[src/rtl/mem_arbiter_pkg.sv]
// Shared constants for the I/D memory arbiter.
// Holds the default widths, the starvation limit, the read/write encoding,
// the FSM state encoding and the transaction owner encoding.
package mem_arbiter_pkg;

    localparam int ADDR_W_DEF     = 30;   // word-line address (128-bit lines)
    localparam int DATA_W_DEF     = 128;  // line data width
    localparam int STARVE_MAX_DEF = 4;    // D grants allowed while I waits

    localparam logic RW_READ  = 1'b0;
    localparam logic RW_WRITE = 1'b1;

    typedef enum logic [1:0] {
        ST_IDLE  = 2'd0,
        ST_ISSUE = 2'd1,
        ST_WAIT  = 2'd2
    } state_t;

    typedef enum logic {
        OWNER_IC = 1'b0,
        OWNER_DC = 1'b1
    } owner_t;

endpackage

[src/rtl/mem_arbiter_arb_prio.sv]
// Grant selection between the I-cache and D-cache request ports.
// D-side has priority, but after STARVE_MAX consecutive D grants taken while
// the I-side was waiting, the I-side wins the next arbitration.
// Ports:
//   clk, reset          clock and asynchronous active-high reset
//   ic_valid, dc_valid  pending requests from each side
//   idle                arbiter may grant this cycle
//   grant_ic, grant_dc  one-hot (or zero) grant, combinational
module arb_prio
    import mem_arbiter_pkg::*;
#(
    parameter int STARVE_MAX = STARVE_MAX_DEF
) (
    input  logic clk,
    input  logic reset,
    input  logic ic_valid,
    input  logic dc_valid,
    input  logic idle,
    output logic grant_ic,
    output logic grant_dc
);

    localparam int CNT_W = $clog2(STARVE_MAX + 1);

    logic [CNT_W-1:0] starve_cnt_reg;
    logic [CNT_W-1:0] starve_cnt_next;
    logic             starved;

    assign starved  = (starve_cnt_reg == CNT_W'(STARVE_MAX));
    assign grant_ic = idle && ic_valid && (!dc_valid || starved);
    assign grant_dc = idle && dc_valid && !(ic_valid && starved);

    // Counts only D grants that bypassed a waiting I request; saturates.
    always_comb begin
        starve_cnt_next = starve_cnt_reg;
        if (grant_ic) begin
            starve_cnt_next = '0;
        end else if (grant_dc && ic_valid && !starved) begin
            starve_cnt_next = starve_cnt_reg + CNT_W'(1);
        end
    end

    always_ff @(posedge clk or posedge reset) begin
        if (reset) begin
            starve_cnt_reg <= '0;
        end else begin
            starve_cnt_reg <= starve_cnt_next;
        end
    end

endmodule

[src/rtl/mem_arbiter.sv]
// Arbitrates I-cache reads and D-cache reads/writes onto a single main-memory
// port with at most one transaction outstanding.
// Ports:
//   clk, reset                       clock, asynchronous active-high reset
//   ic_req_* / ic_resp_*             I-cache read request and response pulse
//   dc_req_* / dc_resp_*             D-cache request and response pulse
//                                    (write ack returns zero data)
//   mem_req_* / mem_resp_*           main-memory request and read response
module mem_arbiter
    import mem_arbiter_pkg::*;
#(
    parameter int ADDR_W     = ADDR_W_DEF,
    parameter int DATA_W     = DATA_W_DEF,
    parameter int STARVE_MAX = STARVE_MAX_DEF
) (
    input  logic                clk,
    input  logic                reset,
    input  logic                ic_req_valid,
    input  logic [ADDR_W-1:0]   ic_req_addr,
    output logic                ic_req_ready,
    output logic                ic_resp_valid,
    output logic [DATA_W-1:0]   ic_resp_data,
    input  logic                dc_req_valid,
    input  logic                dc_req_rw,
    input  logic [ADDR_W-1:0]   dc_req_addr,
    input  logic [DATA_W-1:0]   dc_req_data,
    input  logic [DATA_W/8-1:0] dc_req_mask,
    output logic                dc_req_ready,
    output logic                dc_resp_valid,
    output logic [DATA_W-1:0]   dc_resp_data,
    output logic                mem_req_valid,
    output logic                mem_req_rw,
    output logic [ADDR_W-1:0]   mem_req_addr,
    output logic [DATA_W-1:0]   mem_req_data,
    output logic [DATA_W/8-1:0] mem_req_mask,
    input  logic                mem_req_ready,
    input  logic                mem_resp_valid,
    input  logic [DATA_W-1:0]   mem_resp_data
);

    localparam int MASK_W = DATA_W / 8;

    state_t              state_reg, state_next;
    owner_t              owner_reg;
    logic                rw_reg;
    logic [ADDR_W-1:0]   addr_reg;
    logic [DATA_W-1:0]   data_reg;
    logic [MASK_W-1:0]   mask_reg;
    logic                ic_resp_valid_reg, dc_resp_valid_reg;
    logic [DATA_W-1:0]   ic_resp_data_reg, dc_resp_data_reg;

    logic idle, grant_ic, grant_dc, write_accept, read_done;

    // No grant while a response pulse is on the outputs, and ready must stay
    // low for the whole time reset is asserted.
    assign idle = (state_reg == ST_IDLE) && !ic_resp_valid_reg
                  && !dc_resp_valid_reg && !reset;

    arb_prio #(
        .STARVE_MAX(STARVE_MAX)
    ) u_arb_prio (
        .clk      (clk),
        .reset    (reset),
        .ic_valid (ic_req_valid),
        .dc_valid (dc_req_valid),
        .idle     (idle),
        .grant_ic (grant_ic),
        .grant_dc (grant_dc)
    );

    assign write_accept = (state_reg == ST_ISSUE) && mem_req_ready && (rw_reg == RW_WRITE);
    assign read_done    = (state_reg == ST_WAIT) && mem_resp_valid;

    always_ff @(posedge clk or posedge reset) begin
        if (reset) begin
            state_reg <= ST_IDLE;
        end else begin
            state_reg <= state_next;
        end
    end

    always_comb begin
        state_next = state_reg;
        case (state_reg)
            ST_IDLE:  if (grant_ic || grant_dc) state_next = ST_ISSUE;
            ST_ISSUE: if (mem_req_ready) state_next = (rw_reg == RW_WRITE) ? ST_IDLE : ST_WAIT;
            ST_WAIT:  if (mem_resp_valid) state_next = ST_IDLE;
            default:  state_next = ST_IDLE;
        endcase
    end

    always_ff @(posedge clk or posedge reset) begin
        if (reset) begin
            owner_reg         <= OWNER_IC;
            rw_reg            <= RW_READ;
            addr_reg          <= '0;
            data_reg          <= '0;
            mask_reg          <= '0;
            ic_resp_valid_reg <= 1'b0;
            dc_resp_valid_reg <= 1'b0;
            ic_resp_data_reg  <= '0;
            dc_resp_data_reg  <= '0;
        end else begin
            ic_resp_valid_reg <= 1'b0;
            dc_resp_valid_reg <= 1'b0;
            if (grant_ic) begin
                // I-side only ever reads; no write payload travels with it.
                owner_reg <= OWNER_IC;
                rw_reg    <= RW_READ;
                addr_reg  <= ic_req_addr;
                data_reg  <= '0;
                mask_reg  <= '0;
            end else if (grant_dc) begin
                owner_reg <= OWNER_DC;
                rw_reg    <= dc_req_rw;
                addr_reg  <= dc_req_addr;
                data_reg  <= dc_req_data;
                mask_reg  <= dc_req_mask;
            end
            if (write_accept) begin
                dc_resp_valid_reg <= 1'b1;
                dc_resp_data_reg  <= '0;
            end
            if (read_done) begin
                if (owner_reg == OWNER_IC) begin
                    ic_resp_valid_reg <= 1'b1;
                    ic_resp_data_reg  <= mem_resp_data;
                end else begin
                    dc_resp_valid_reg <= 1'b1;
                    dc_resp_data_reg  <= mem_resp_data;
                end
            end
        end
    end

    assign ic_req_ready  = grant_ic;
    assign dc_req_ready  = grant_dc;
    assign ic_resp_valid = ic_resp_valid_reg;
    assign ic_resp_data  = ic_resp_data_reg;
    assign dc_resp_valid = dc_resp_valid_reg;
    assign dc_resp_data  = dc_resp_data_reg;
    assign mem_req_valid = (state_reg == ST_ISSUE);
    assign mem_req_rw    = rw_reg;
    assign mem_req_addr  = addr_reg;
    assign mem_req_data  = data_reg;
    assign mem_req_mask  = mask_reg;

endmodule

[config.mk]
export PLATFORM = sky130hd
export DESIGN_NAME = mem_arbiter
export DESIGN_NICKNAME = d
export VERILOG_FILES = /design/src/rtl/mem_arbiter_pkg.sv /design/src/rtl/mem_arbiter_arb_prio.sv /design/src/rtl/mem_arbiter.sv
export SDC_FILE = /design/constraint.sdc
export NUM_CORES = 1
export LEC_CHECK = 0
export CORE_AREA = 10 10 290 292
export CTS_CLUSTER_DIAMETER = 150
export DETAILED_ROUTE_END_ITERATION = 8
export DIE_AREA = 0 0 300 302
export GPL_TIMING_DRIVEN = 1
export PLACE_DENSITY = 0.56
export SYNTH_ARGS = -nofsm -noshare
export SYNTH_HDL_FRONTEND = slang
export SYNTH_SLANG_ARGS = --single-unit
[constraint.sdc]
create_clock -name clk -period 35.6 [get_ports clk]
set_input_delay 5.34 -clock clk [delete_from_list [all_inputs] [get_ports clk]]
set_output_delay 5.34 -clock clk [all_outputs]
set_load 0.01 [all_outputs]
==> reports/results.ini, run 1 <==
[status]
outcome = finished, final reports clean

[worst_setup_path]
crit_chain = clkdlybuf4s50_1 > or2_2 > nor4b_4 > buf_4 > clkdlybuf4s50_1
arrival_ps = 7820
end_kind = primary output
cpMostUsedCell = clkdlybuf4s50_1
rr_worst_depth = 5
regToRegSetupSlack_ps = 32440
slowest_stage = clkdlybuf4s50_1
path_depth = 5
crit_type = in2out
critPathMaxFanout = 32
cp.required_ps = 30260
reg2reg_to = mem_req_data[57]
timing.rr.start = state_reg[0]
path_buf_inv = 3
crit_family = buffers and inverters
slowest_delay_ps = 630
endpoint = ic_req_ready
cp-start-kind = input port
critPathLaunch = reset

[finish]
multi_input_area_um2 = 5740
drive_gt1_frac = 0.127
final_cell_area_um2 = 27800
seq_area_um2 = 11000
areaGrowthSynthToFinish_pct = 61.6
layout.nets = 2266
fillers = 7659

[clock_network]
clkTransAtPathRegs_ps = 60
htreeDepth = 2
insertion_delay_ps = 610
root_buffer = clkbuf_16
cts_hold_buf = 0
cts-resized-gates = 0
cts.path.max_buffers = 3
numCtsBuffers = 53
postCtsSetupBuffers = 0
cts_sinks = 439
cts_tree = yes

[sta]
tightestPinTransition_ps = 1230
hold_viol_final = 0
timing.final.crit_share = 0.370
rsz0062_at_grt = no
hold_ws_ps = 495
min_period_ps = 13160
slew_headroom = 0.177
setup-violations-final = 0
fin_tns_setup_ps = 0
fmax_mhz = 76.0
finClkSkew_ps = 24.3
drv_slew = 0

[power]
power_frac_comb = 0.426
p_leak_nw = 12.1
p_sw_frac = 0.333
seqPwrFrac = 0.348
power.switching_mw = 0.809
ir_drop_uv = 48.4
power.density_nw_per_um2 = 87.5
intPower_mw = 1.62
pwr-share-clk = 0.226

[grt]
overflow = 0
antenna_found_initial = 6
grt_usage = 0.152
grt_pass1_wl_mm = 107
grt_pass1_vias = 15600
grt_max_degree = 173

[drt]
viasPerCell = 4.65
wl_mm = 73.2
drtIter0Drc = 826
drc_errors = 0
avgRoutedWirePerCell_um = 24.2
first_pass_iters = 5
final_antenna_net_count = 0
vias = 14100

[synthesis]
ys_types = 32
syn_area_um2 = 17200
syn_nets = 1539
ys_ff_latch = 439
seq_area_frac_synth = 0.639
syn_inst = 1198
avgSynthCellArea_um2 = 14.3
yosysWarningCount = 0

[floorplanning]
design.die.area_um2 = 90600
pin_count = 775
initial_core_util = 0.219
die_w_um = 300
core_area_um2 = 78400
die_y_um = 302
rows = 103

[worst_hold_path]
hp-class = reg2reg
min_from = mem_req_data[111]

[placement]
gp_congestion = 0.916
postPlaceCellArea_um2 = 26000
hpwl_mm = 51.6
port_buffers = 774

[job]
maxCapViolations = 0

[power by group through the flow]
stage,Clock (mW),Sequential [mW],Combinational (mW)
after floorplan,0,0.927,0.338
after global placement,0,0.841,1.04
after detailed placement,0,0.847,1.05
after CTS,0.566,0.846,1.06
after global routing,0.587,0.874,1.10
final,0.549,0.846,1.04
[per-layer routing]
metal  wire, um  vias to the layer above  GRT usage  share of wire
met4       1840                        0     0.0499          0.025
met1      27600                     7246      0.171           0.38
met5          0                        -          0              0
li1           -                     6151          -              -
met2      37000                      560      0.262           0.51
met3       6710                       95     0.0595          0.092
[worst min-delay path by stage]
stage | to | slack (ps) | cells after the start
3_5_place_dp | dc_resp_data[126] | 480 | 1
5_1_grt | dc_resp_data[19] | 510 | 1
2_1_floorplan | u_arb_prio.starve_cnt_reg[2] | 500 | 1
4_1_cts | mem_req_data[75] | 500 | 1
6_report | mem_req_data[111] | 490 | 1
3_3_place_gp | dc_resp_data[84] | 480 | 1
[cells by family after synthesis]
logic type                 synth area share
and+or+nand+nor                      0.0482
DFF                                   0.639
adders and majority gates           0.00146
AOI/OAI and AO/OA                     0.195
buffers and inverters                0.0315
muxes                                0.0850
[worst reg2reg max path: stages (launching register included)]
cell and delay, ps:
dfrtp_1 440, or3_1 830, nor4_4 430, buf_4 280
buf_4 770, a22o_1 360
[per-stage QoR]
stage	util	cells	total power, mW	setup WS (ps)
after global placement	0.332	2920	1.88	22460
after CTS	0.354	3016	2.47	22460
final	0.355	3023	2.43	22440
after floorplan	-	1198	1.26	18030
after detailed placement	0.332	2920	1.90	22460
after global routing	0.355	3022	2.56	22350
[area by class of cell]
| cell class | instances | share of cell area |
|---|---|---|
| clock inverters | 16 | 0.00671 |
| clock buffers | 80 | 0.0575 |
| well taps | 1050 | 0.0473 |
| inverters | 9 | 0.00149 |
| repair buffers | 793 | 0.285 |
| flip-flops and latches | 439 | 0.395 |
| multi-input cells | 629 | 0.206 |
| diodes | 7 | 0.000630 |
[cells in the mapped netlist]
cell type	instances	share of area
and4b_1	1	0.00058
a41o_1	53	0.031
nor3_1	2	0.00058
o21ai_0	1	0.00029
nor2b_1	3	0.0011
nor4_2	1	0.00073
nand2_1	32	0.0070
or2_2	2	0.00073
clkbuf_1	86	0.019
nor2_1	3	0.00066
a221o_1	83	0.048
and3_1	3	0.0011
a31oi_1	3	0.0011
buf_1	2	0.00044
inv_1	9	0.0020
nand4_1	1	0.00036
a32o_1	1	0.00058
nor3b_1	53	0.023
mux2_2	128	0.084
or3_1	1	0.00036
dfrtp_1	439	0.64
buf_2	28	0.0082
ha_1	2	0.0015
buf_4	5	0.0022
nor4b_2	1	0.00087
nor4_1	28	0.010
o21bai_1	1	0.00044
mux2i_1	2	0.0012
a22o_1	221	0.11
nand3_1	1	0.00029
or3b_2	1	0.00051
a21boi_0	1	0.00044
[cell usage in the layout (no fill, tap or decap), drive strengths merged, types with 2 or more instances in the layout]
| master | instances |
|---|---|
| a221o | 83 |
| a22o | 221 |
| a31oi | 3 |
| a41o | 53 |
| and3 | 3 |
| buf | 21 |
| bufinv | 2 |
| clkbuf | 80 |
| clkdlybuf4s50 | 772 |
| clkinv | 11 |
| clkinvlp | 2 |
| dfrtp | 439 |
| diode | 7 |
| ha | 2 |
| inv | 10 |
| mux2 | 128 |
| mux2i | 2 |
| nand2 | 32 |
| nor2 | 3 |
| nor2b | 3 |
| nor3 | 2 |
| nor3b | 53 |
| nor4 | 29 |
| or2 | 2 |
(Power assumes the default switching activity.)
==> run 2: changes to the inputs <==
==> constraint.sdc (replaced) <==
create_clock -name clk -period 12.85 [get_ports clk]
set_input_delay 1.9275 -clock clk [delete_from_list [all_inputs] [get_ports clk]]
set_output_delay 1.9275 -clock clk [all_outputs]
set_load 0.01 [all_outputs]
==> reports/results.ini, run 2 (synthesis results as in run 1) <==
[status]
outcome = finished, final reports clean

[clock_network]
numCtsBuffers = 52  ; -1.9%
postCtsSetupBuffers = 0  ; unchanged
cts-resized-gates = 0  ; unchanged
htreeDepth = 2  ; unchanged
root_buffer = clkbuf_16
cts_tree = yes
cts.path.max_buffers = 3  ; unchanged
cts_hold_buf = 0  ; unchanged
cts_sinks = 439  ; unchanged
clkTransAtPathRegs_ps = 60  ; about the same
insertion_delay_ps = 620  ; about the same

[sta]
drv_slew = 0  ; unchanged
hold_viol_final = 0  ; unchanged
fin_tns_setup_ps = 0  ; unchanged
slew_headroom = 0.229  ; +0.0512
rsz0062_at_grt = no
fmax_mhz = 169
finClkSkew_ps = 26.8  ; +2.56 ps
hold_ws_ps = 496  ; +1.06 ps
timing.final.crit_share = 0.461
min_period_ps = 5920
setup-violations-final = 0  ; unchanged
tightestPinTransition_ps = 1160  ; -76.8 ps

[worst_setup_path]
cp-start-kind = input port
crit_type = in2out
arrival_ps = 3990  ; -3830 ps
slowest_stage = clkdlybuf4s50_1
crit_chain = clkdlybuf4s50_1 > or2_2 > nor4b_4 > clkdlybuf4s50_1
end_kind = primary output
cp.required_ps = 10920  ; -19,340 ps
cpMostUsedCell = clkdlybuf4s50_1
slowest_delay_ps = 610  ; -20 ps
critPathMaxFanout = 30  ; -6.3%

[grt]
grt_max_degree = 170  ; -1.7%
grt_pass1_wl_mm = 109  ; +1.5%
overflow = 0  ; unchanged
grt_usage = 0.156  ; +0.00336
antenna_found_initial = 15  ; +9
grt_pass1_vias = 15500  ; -0.77%

[power]
ir_drop_uv = 137  ; +180%
total_power_mw = 6.81  ; +180%
p_leak_nw = 12.2  ; +0.48%
power.density_nw_per_um2 = 244  ; +180%

[drt]
wl_mm = 74.6  ; +2.0%
first_pass_iters = 6  ; +1
avgRoutedWirePerCell_um = 24.7  ; +2.0%
drtIter0Drc = 826  ; unchanged
drc_errors = 0  ; unchanged
viasPerCell = 4.67  ; +0.38%
vias = 14100  ; +0.38%
final_antenna_net_count = 0  ; unchanged

[finish]
layout_common_cells = 772 x clkdlybuf4s50_1, 439 x dfrtp_1, 221 x a22o_1, 128 x mux2_2, 83 x a221o_1
fin_cells = 3023  ; unchanged
areaGrowthSynthToFinish_pct = 62.2
layout.nets = 2268  ; +0.088%
drive_gt1_frac = 0.131  ; +0.00438
final_common_cell = clkdlybuf4s50_1

[floorplanning]
rows = 103  ; unchanged
initial_core_util = 0.219  ; unchanged
design.die.area_um2 = 90600  ; unchanged
die_w_um = 300  ; unchanged
pin_count = 775  ; unchanged
core_area_um2 = 78400  ; unchanged
die_y_um = 302  ; unchanged

[job]
maxCapViolations = 0  ; unchanged

[placement]
dp_cells = 2923  ; +0.10%
port_buffers = 774  ; unchanged
hpwl_mm = 54.2  ; +5.1%
gp_congestion = 0.946  ; +3.3%

[worst_hold_path]
hp-class = reg2reg

## run 2: cell count changes in the layout (fill, tap and decap cells not counted)
cell,delta
clkinv_8,-1
inv_6,+1
clkinv_2,+1
diode_2,-3
clkbuf_1,-6
buf_4,+3
inv_16,+1
bufinv_16,+2
inv_8,-1
clkbuf_16,-1
clkbuf_8,+4
## run 2: area by class of cell
type | instances | area [um^2]
sequential | 439 | 11000
antenna | 4 | 10.0
clock buffer | 77 | 1610
clock inverter | 19 | 256
tap | 1050 | 1310
fill | 7629 | 50500
inverter | 9 | 37.5
timing repair buffer | 796 | 7930
multi-input combinational | 629 | 5740
## run 2: worst max-delay path: cells and delay by family
kind,cells,cell delay (ps)
buffers and inverters,2,1130
and+or+nand+nor,2,920
## run 2: worst paths after layout
check / start / endpoint / slack [ps] / cells past startpoint
setup / recovery: reset / ic_req_ready / 6930 / 4
hold / removal: mem_req_data[72] / mem_req_data[72] / 500 / 1
setup reg to reg: state_reg[1] / ic_resp_data[33] / 9340 / 6
hold reg to reg: mem_req_data[72] / mem_req_data[72] / 500 / 1
max in group asynchronous: reset / dc_resp_data[94] / 8530 / 5
min in group asynchronous: reset / u_arb_prio.starve_cnt_reg[2] / 2070 / 3
## run 2: per-layer routing
metal / share of wire / vias to the layer above / global-route usage
met5: 0.00071 / - / 0
met2: 0.51 / 619 / 0.274
met3: 0.10 / 110 / 0.0673
met4: 0.023 / 10 / 0.0412
met1: 0.37 / 7204 / 0.169
li1: - / 6163 / -
## run 2: where the power goes
| group | switching (mW) | leakage, nW | internal (mW) |
|---|---|---|---|
| clock | 0.624 | 0.928 | 0.949 |
| combinational | 1.25 | 5.64 | 1.63 |
| sequential | 0.381 | 5.61 | 1.97 |
| total | 2.26 | 12.2 | 4.55 |
## run 2: through the flow
| step | setup WS [ps] | utilization | instance area (um^2) |
|---|---|---|---|
| after floorplan | 4990 | - | 17200 |
| after global placement | 6910 | 0.332 | 26000 |
| after detailed placement | 6910 | 0.332 | 26000 |
| after CTS | 6910 | 0.356 | 27900 |
| after global routing | 6850 | 0.356 | 27900 |
| final | 6930 | 0.356 | 27900 |
